<file path="config.mk">
export PLATFORM = sky130hd
export DESIGN_NAME = agu_nd_multi
export DESIGN_NICKNAME = d
export VERILOG_FILES = /design/src/rtl/agu_nd_multi.sv
export SDC_FILE = /design/constraint.sdc
export NUM_CORES = 2
export LEC_CHECK = 0
export CAP_MARGIN = 10
export CORE_ASPECT_RATIO = 0.9
export CORE_MARGIN = 2
export CORE_UTILIZATION = 30
export CTS_CLUSTER_SIZE = 14
export DETAILED_ROUTE_END_ITERATION = 12
export GPL_TIMING_DRIVEN = 0
export PLACE_DENSITY = 0.55
export SLEW_MARGIN = 20
export SYNTH_ARGS = -nofsm -noshare
export SYNTH_HDL_FRONTEND = slang
export SYNTH_SLANG_ARGS = --single-unit
</file>
<file path="constraint.sdc">
create_clock -name clk -period 29.2 [get_ports clk]
set_input_delay 5.84 -clock clk [delete_from_list [all_inputs] [get_ports clk]]
set_output_delay 5.84 -clock clk [all_outputs]
set_load 0.1 [all_outputs]
</file>
<file path="src/rtl/agu_nd_multi.sv">
// -----------------------------------------------------------------------------
// agu_nd_multi
//   Multi-channel 2-D address generator. Each channel walks an inner loop of
//   ILEN elements spaced by STRIDE, then moves to the next of OLEN rows spaced
//   by PITCH (row base to row base). After the final element the channel
//   returns to START and pulses wrap for one cycle. A jump sets the address to
//   START + offset without disturbing the loop counters. All address arithmetic
//   is modulo 2^ADDR_WIDTH. A length field of 0 behaves as 1.
//
// Ports (channel c occupies bits [c*W +: W] of every packed bus):
//   clk        : clock, rising edge
//   rst        : asynchronous reset, active-high
//   cfg_load   : per channel, latch cfg_* fields and restart the pattern
//   cfg_start  : per channel start address
//   cfg_stride : per channel inner-loop increment
//   cfg_pitch  : per channel row-to-row increment
//   cfg_ilen   : per channel inner length
//   cfg_olen   : per channel outer length
//   step_en    : per channel, advance one element
//   jump_en    : per channel, addr <= start + jump_off
//   jump_off   : per channel jump offset
//   addr       : per channel current address (registered)
//   last       : per channel, current address is the final element
//   wrap       : per channel one-cycle pulse after a pattern-completing step
// -----------------------------------------------------------------------------
module agu_nd_multi #(
  parameter int NUM_CH     = 4,
  parameter int ADDR_WIDTH = 14,
  parameter int CNT_WIDTH  = 11
) (
  input  logic                           clk,
  input  logic                           rst,
  input  logic [NUM_CH-1:0]              cfg_load,
  input  logic [NUM_CH*ADDR_WIDTH-1:0]   cfg_start,
  input  logic [NUM_CH*ADDR_WIDTH-1:0]   cfg_stride,
  input  logic [NUM_CH*ADDR_WIDTH-1:0]   cfg_pitch,
  input  logic [NUM_CH*CNT_WIDTH-1:0]    cfg_ilen,
  input  logic [NUM_CH*CNT_WIDTH-1:0]    cfg_olen,
  input  logic [NUM_CH-1:0]              step_en,
  input  logic [NUM_CH-1:0]              jump_en,
  input  logic [NUM_CH*ADDR_WIDTH-1:0]   jump_off,
  output logic [NUM_CH*ADDR_WIDTH-1:0]   addr,
  output logic [NUM_CH-1:0]              last,
  output logic [NUM_CH-1:0]              wrap
);

  localparam int AW = ADDR_WIDTH;
  localparam int CW = CNT_WIDTH;
  localparam logic [CW-1:0] CNT_ONE = {{(CW-1){1'b0}}, 1'b1};

  generate
    for (genvar gi = 0; gi < NUM_CH; gi++) begin : g_ch
      logic [AW-1:0] start_q,    start_d;
      logic [AW-1:0] stride_q,   stride_d;
      logic [AW-1:0] pitch_q,    pitch_d;
      logic [AW-1:0] row_base_q, row_base_d;
      logic [AW-1:0] addr_q,     addr_d;
      logic [CW-1:0] ilen_q,     ilen_d;
      logic [CW-1:0] olen_q,     olen_d;
      logic [CW-1:0] icnt_q,     icnt_d;
      logic [CW-1:0] ocnt_q,     ocnt_d;
      logic          wrap_q,     wrap_d;

      logic [CW-1:0] ilast;
      logic [CW-1:0] olast;
      logic          row_end;
      logic          pat_end;
      logic [AW-1:0] next_row;

      // Terminal counter values; a zero length collapses to a single element.
      assign ilast    = (ilen_q == '0) ? '0 : ilen_q - CNT_ONE;
      assign olast    = (olen_q == '0) ? '0 : olen_q - CNT_ONE;
      assign row_end  = (icnt_q == ilast);
      assign pat_end  = row_end && (ocnt_q == olast);
      assign next_row = row_base_q + pitch_q;

      always_comb begin
        start_d    = start_q;
        stride_d   = stride_q;
        pitch_d    = pitch_q;
        ilen_d     = ilen_q;
        olen_d     = olen_q;
        row_base_d = row_base_q;
        addr_d     = addr_q;
        icnt_d     = icnt_q;
        ocnt_d     = ocnt_q;
        // wrap is a pulse: cleared unless this cycle performs a wrapping step
        wrap_d     = 1'b0;

        if (cfg_load[gi]) begin
          start_d    = cfg_start[gi*AW +: AW];
          stride_d   = cfg_stride[gi*AW +: AW];
          pitch_d    = cfg_pitch[gi*AW +: AW];
          ilen_d     = cfg_ilen[gi*CW +: CW];
          olen_d     = cfg_olen[gi*CW +: CW];
          row_base_d = cfg_start[gi*AW +: AW];
          addr_d     = cfg_start[gi*AW +: AW];
          icnt_d     = '0;
          ocnt_d     = '0;
        end else if (jump_en[gi]) begin
          // Counters and row base stay put so later steps resume the walk
          // relative to the jumped address.
          addr_d = start_q + jump_off[gi*AW +: AW];
        end else if (step_en[gi]) begin
          if (!row_end) begin
            icnt_d = icnt_q + CNT_ONE;
            addr_d = addr_q + stride_q;
          end else if (!pat_end) begin
            icnt_d     = '0;
            ocnt_d     = ocnt_q + CNT_ONE;
            row_base_d = next_row;
            addr_d     = next_row;
          end else begin
            icnt_d     = '0;
            ocnt_d     = '0;
            row_base_d = start_q;
            addr_d     = start_q;
            wrap_d     = 1'b1;
          end
        end
      end

      always_ff @(posedge clk or posedge rst) begin
        if (rst) begin
          start_q    <= '0;
          stride_q   <= '0;
          pitch_q    <= '0;
          ilen_q     <= '0;
          olen_q     <= '0;
          row_base_q <= '0;
          addr_q     <= '0;
          icnt_q     <= '0;
          ocnt_q     <= '0;
          wrap_q     <= 1'b0;
        end else begin
          start_q    <= start_d;
          stride_q   <= stride_d;
          pitch_q    <= pitch_d;
          ilen_q     <= ilen_d;
          olen_q     <= olen_d;
          row_base_q <= row_base_d;
          addr_q     <= addr_d;
          icnt_q     <= icnt_d;
          ocnt_q     <= ocnt_d;
          wrap_q     <= wrap_d;
        end
      end

      assign addr[gi*AW +: AW] = addr_q;
      assign last[gi]          = pat_end;
      assign wrap[gi]          = wrap_q;
    end
  endgenerate

endmodule

</file>
==> run summary <==
Leak: 16.3 nW
Mapped Area: 31400 sq um
Reg-to-reg setup timing slack: 24.34 ns
Worst Path Buf+Inv: 6
Most used DFF post-synth: dfrtp_1
Worst endpoint required time: 23.36 ns
Setup Fix Bufs, Post-CTS: 0
Worst slack at placement: 18.20 ns
Sw frac: 35.9%
Initial core utilization: 30.3%
DP Cell Count: 5144
CP Data Arrival Time: 5.86 ns
Synth top area cells: dfrtp_1 37%, mux2_2 7.8%, ha_1 6.9%, o21ai_0 4.1%, xnor2_1 3.6%
Yosys warning total: 0
Layout cells sized above 1: 9.74%
Internal Power: 1.50 mW
Combinational Power Share: 33.8%
Routed length per instance: 20.2 um
CP Capture Type: output port
# DRC: 0
RSZ-0062 raised after global routing: false
Clk sinks: 460
Row Count: 112
Final WS setup: 17.50 ns
Syn avg cell area: 9.26 sq um
Number of port buffers: 382
Worst-Skew Late Latency: 0.67 ns
CTS buffer count: 57
CTS root buf: clkbuf_16
Post_cts resized: 0
# IOs: 390
Gpl congestion: 0.891
Aggregate global-route resource usage: 19.4%
Die extent in y: 311 um
Critical path class: flop to output port
Synth Instances: 3388
Critical Path Source Type: flop
Final Instance Count excl. Fillers: 5254
Max Slew Vio Count: 0
Core Region: 104000 sq um
PwrDens: 59.6 nW/um^2
H-tree level count: 2
Finished Cell Area: 39200 sq um
TNS Setup: 0 ns
Register area share after synthesis: 36.7%
Final setup vio count: 0
Power Total: 2.33 mW
Sequential share of power: 32.5%
Longest Clk Path Bufs: 3
Final hold vios: 0
Clock-pin slew on the worst setup and hold paths: 0.06 ns
Crit path max-delay cell type: clkdlybuf4s50_1
Worst Hold Class: flop to flop
First-pass DRT Iterations: 5
Share of synthesized flip-flops with an asynchronous set or reset: 100%
Worst VDD drop: 0.0424 mV
Critical-path cell list: inv_1, ha_1, or4b_2, clkbuf_1, o32a_1, o32ai_1, o21ai_0, nor4b_1, and3_1, clkbuf_1, clkbuf_1, and2_1, buf_4, clkdlybuf4s50_1
Max Cap Viol: 0
Max Clk Rate: 85.4 MHz
Post-synth top area share: 36.7%
Number of synthesized flops with an enable pin: 0
Crit-path max FO: 10
Vias in the first global route: 26800
CP most frequent cell: clkbuf_1
First-pass GRT wire length: 163000 um
#FFs+latches synth: 460
DR iter-0 viols: 2304
Die Footprint: 107000 sq um
Largest net degree at the start of global routing: 83
Fin nets: 4345
Crit path max-delay family: buffers and inverters
Tightest Pin Transition: 1.16 ns
Final hold slack: 0.498 ns
Via/cell ratio: 5.29
Grt total ovfl: 0
Sw Pwr: 0.838 mW
Net Count, Synth: 3898
Area after DPL: 37100 sq um
CTS tree: done
Final core occ: 37.8%
Synth area leader: dfrtp_1
Max-slew headroom: 22.1%
CP max stage delay: 1.13 ns
Synth-to-layout area growth: 24.7%
Post-DP HPWL: 82700 um
Final WL: 106000 um
Hold-fix buffers, CTS: 0
Clk pwr share: 33.7%
Synth cell types: 86
Initial antenna violation count: 10
Post-route ant nets: 0
Tmin final: 11.70 ns
Worst Skew: 0.0428 ns
Outcome: completed
Period Utilization, post-route: 40.1%
DIE WIDTH: 345 um
Detailed-route via count: 27800
==> routing by layer <==
layer	vias up	GRT usage, %	wire length (um)
met1	13500	28.9	51700
met4	10	4.68	2150
li1	13400	-	-
met5	-	0	58
met3	130	2.80	6060
met2	730	29.4	46200
==> cells in the final DEF, fill, tap and decap left out, drive strengths merged, types with 57 or more instances in the layout <==
cell type        n
xor2            94
clkdlybuf4s50  382
a21o            57
clkbuf         195
mux2           217
nor2           229
a21oi          181
xnor2          130
mux2i           65
nand3           97
nand2          235
dfrtp          460
o21ai          260
inv            148
ha             172
nor3            99
==> cell families after synthesis <==
logic type                 Yosys count  synth area share (%)
AOI/OAI and AO/OA                  911                  18.8
xor gates and xnor gates           231                  6.76
adders and majority gates          184                  7.62
buffers and inverters              303                  3.78
DFF                                460                  36.7
muxes                              282                  9.86
and+or+nand+nor                   1017                  16.5
==> power by group through the flow <==
stage                     Combinational, mW  Clock (mW)  Sequential, mW
after floorplan                       0.457           0           0.854
after global placement                0.772           0           0.769
after detailed placement              0.778           0           0.769
after CTS                             0.784       0.808           0.758
after global routing                  0.859       0.834           0.766
final                                 0.790       0.787           0.758
==> area by class of cell <==
cell class                      instances  area, sq um
Tap cell                             1368         1710
Sequential cell                       460        11500
Multi-Input combinational cell       2625        18700
Buffer                                156          634
Clock inverter                         28          447
Fill cell                           10500        64500
Clock buffer                           78         1600
Inverter                              147          559
Antenna cell                            4         10.0
Timing Repair Buffer                  388         3990
==> cell usage after synthesis (all sizes together), types with 28 or more instances <==
cell / n
dfrtp: 460
o21ai: 260
nand2: 235
nor2: 229
mux2: 217
a21oi: 181
ha: 172
inv: 146
xnor2: 130
clkbuf: 117
nor3: 99
nand3: 97
xor2: 94
mux2i: 65
a21o: 57
and3: 53
o211ai: 47
a211oi: 43
or3: 43
o21a: 42
buf: 39
nand2b: 35
nor3b: 32
nor4: 31
a31oi: 28
nor2b: 28
==> worst register-to-register path: cells and delay by family, from the launching register on <==
kind | cells | cell delay, ns
flops | 1 | 0.45
buf+inv | 1 | 0.48
simple gates | 7 | 3.32
compound gates | 2 | 0.47
==> path summary, 6_finish.rpt <==
| check | startpoint | cells after the start | endpoint |
|---|---|---|---|
| worst max-delay path | g_ch[3].ilen_q[0] | 14 | last[3] |
| worst min-delay path | g_ch[1].row_base_q[8] | 1 | g_ch[1].row_base_q[8] |
| worst max register to register | g_ch[1].ilen_q[2] | 10 | g_ch[1].row_base_q[3] |
| worst min register to register | g_ch[1].row_base_q[8] | 1 | g_ch[1].row_base_q[8] |
| max in group asynchronous | rst | 5 | g_ch[3].row_base_q[5] |
| min in group asynchronous | rst | 2 | g_ch[0].olen_q[5] |
==> sequential cells by signal, summed over array words and instances (netlist names) <==
signal,count
g_ch.addr_q,56
g_ch.icnt_q,44
g_ch.ilen_q,44
g_ch.ocnt_q,44
g_ch.olen_q,44
g_ch.pitch_q,56
g_ch.row_base_q,56
g_ch.start_q,56
g_ch.stride_q,56
g_ch.wrap_q,4
Note: power is estimated with default switching activity, not from simulation.
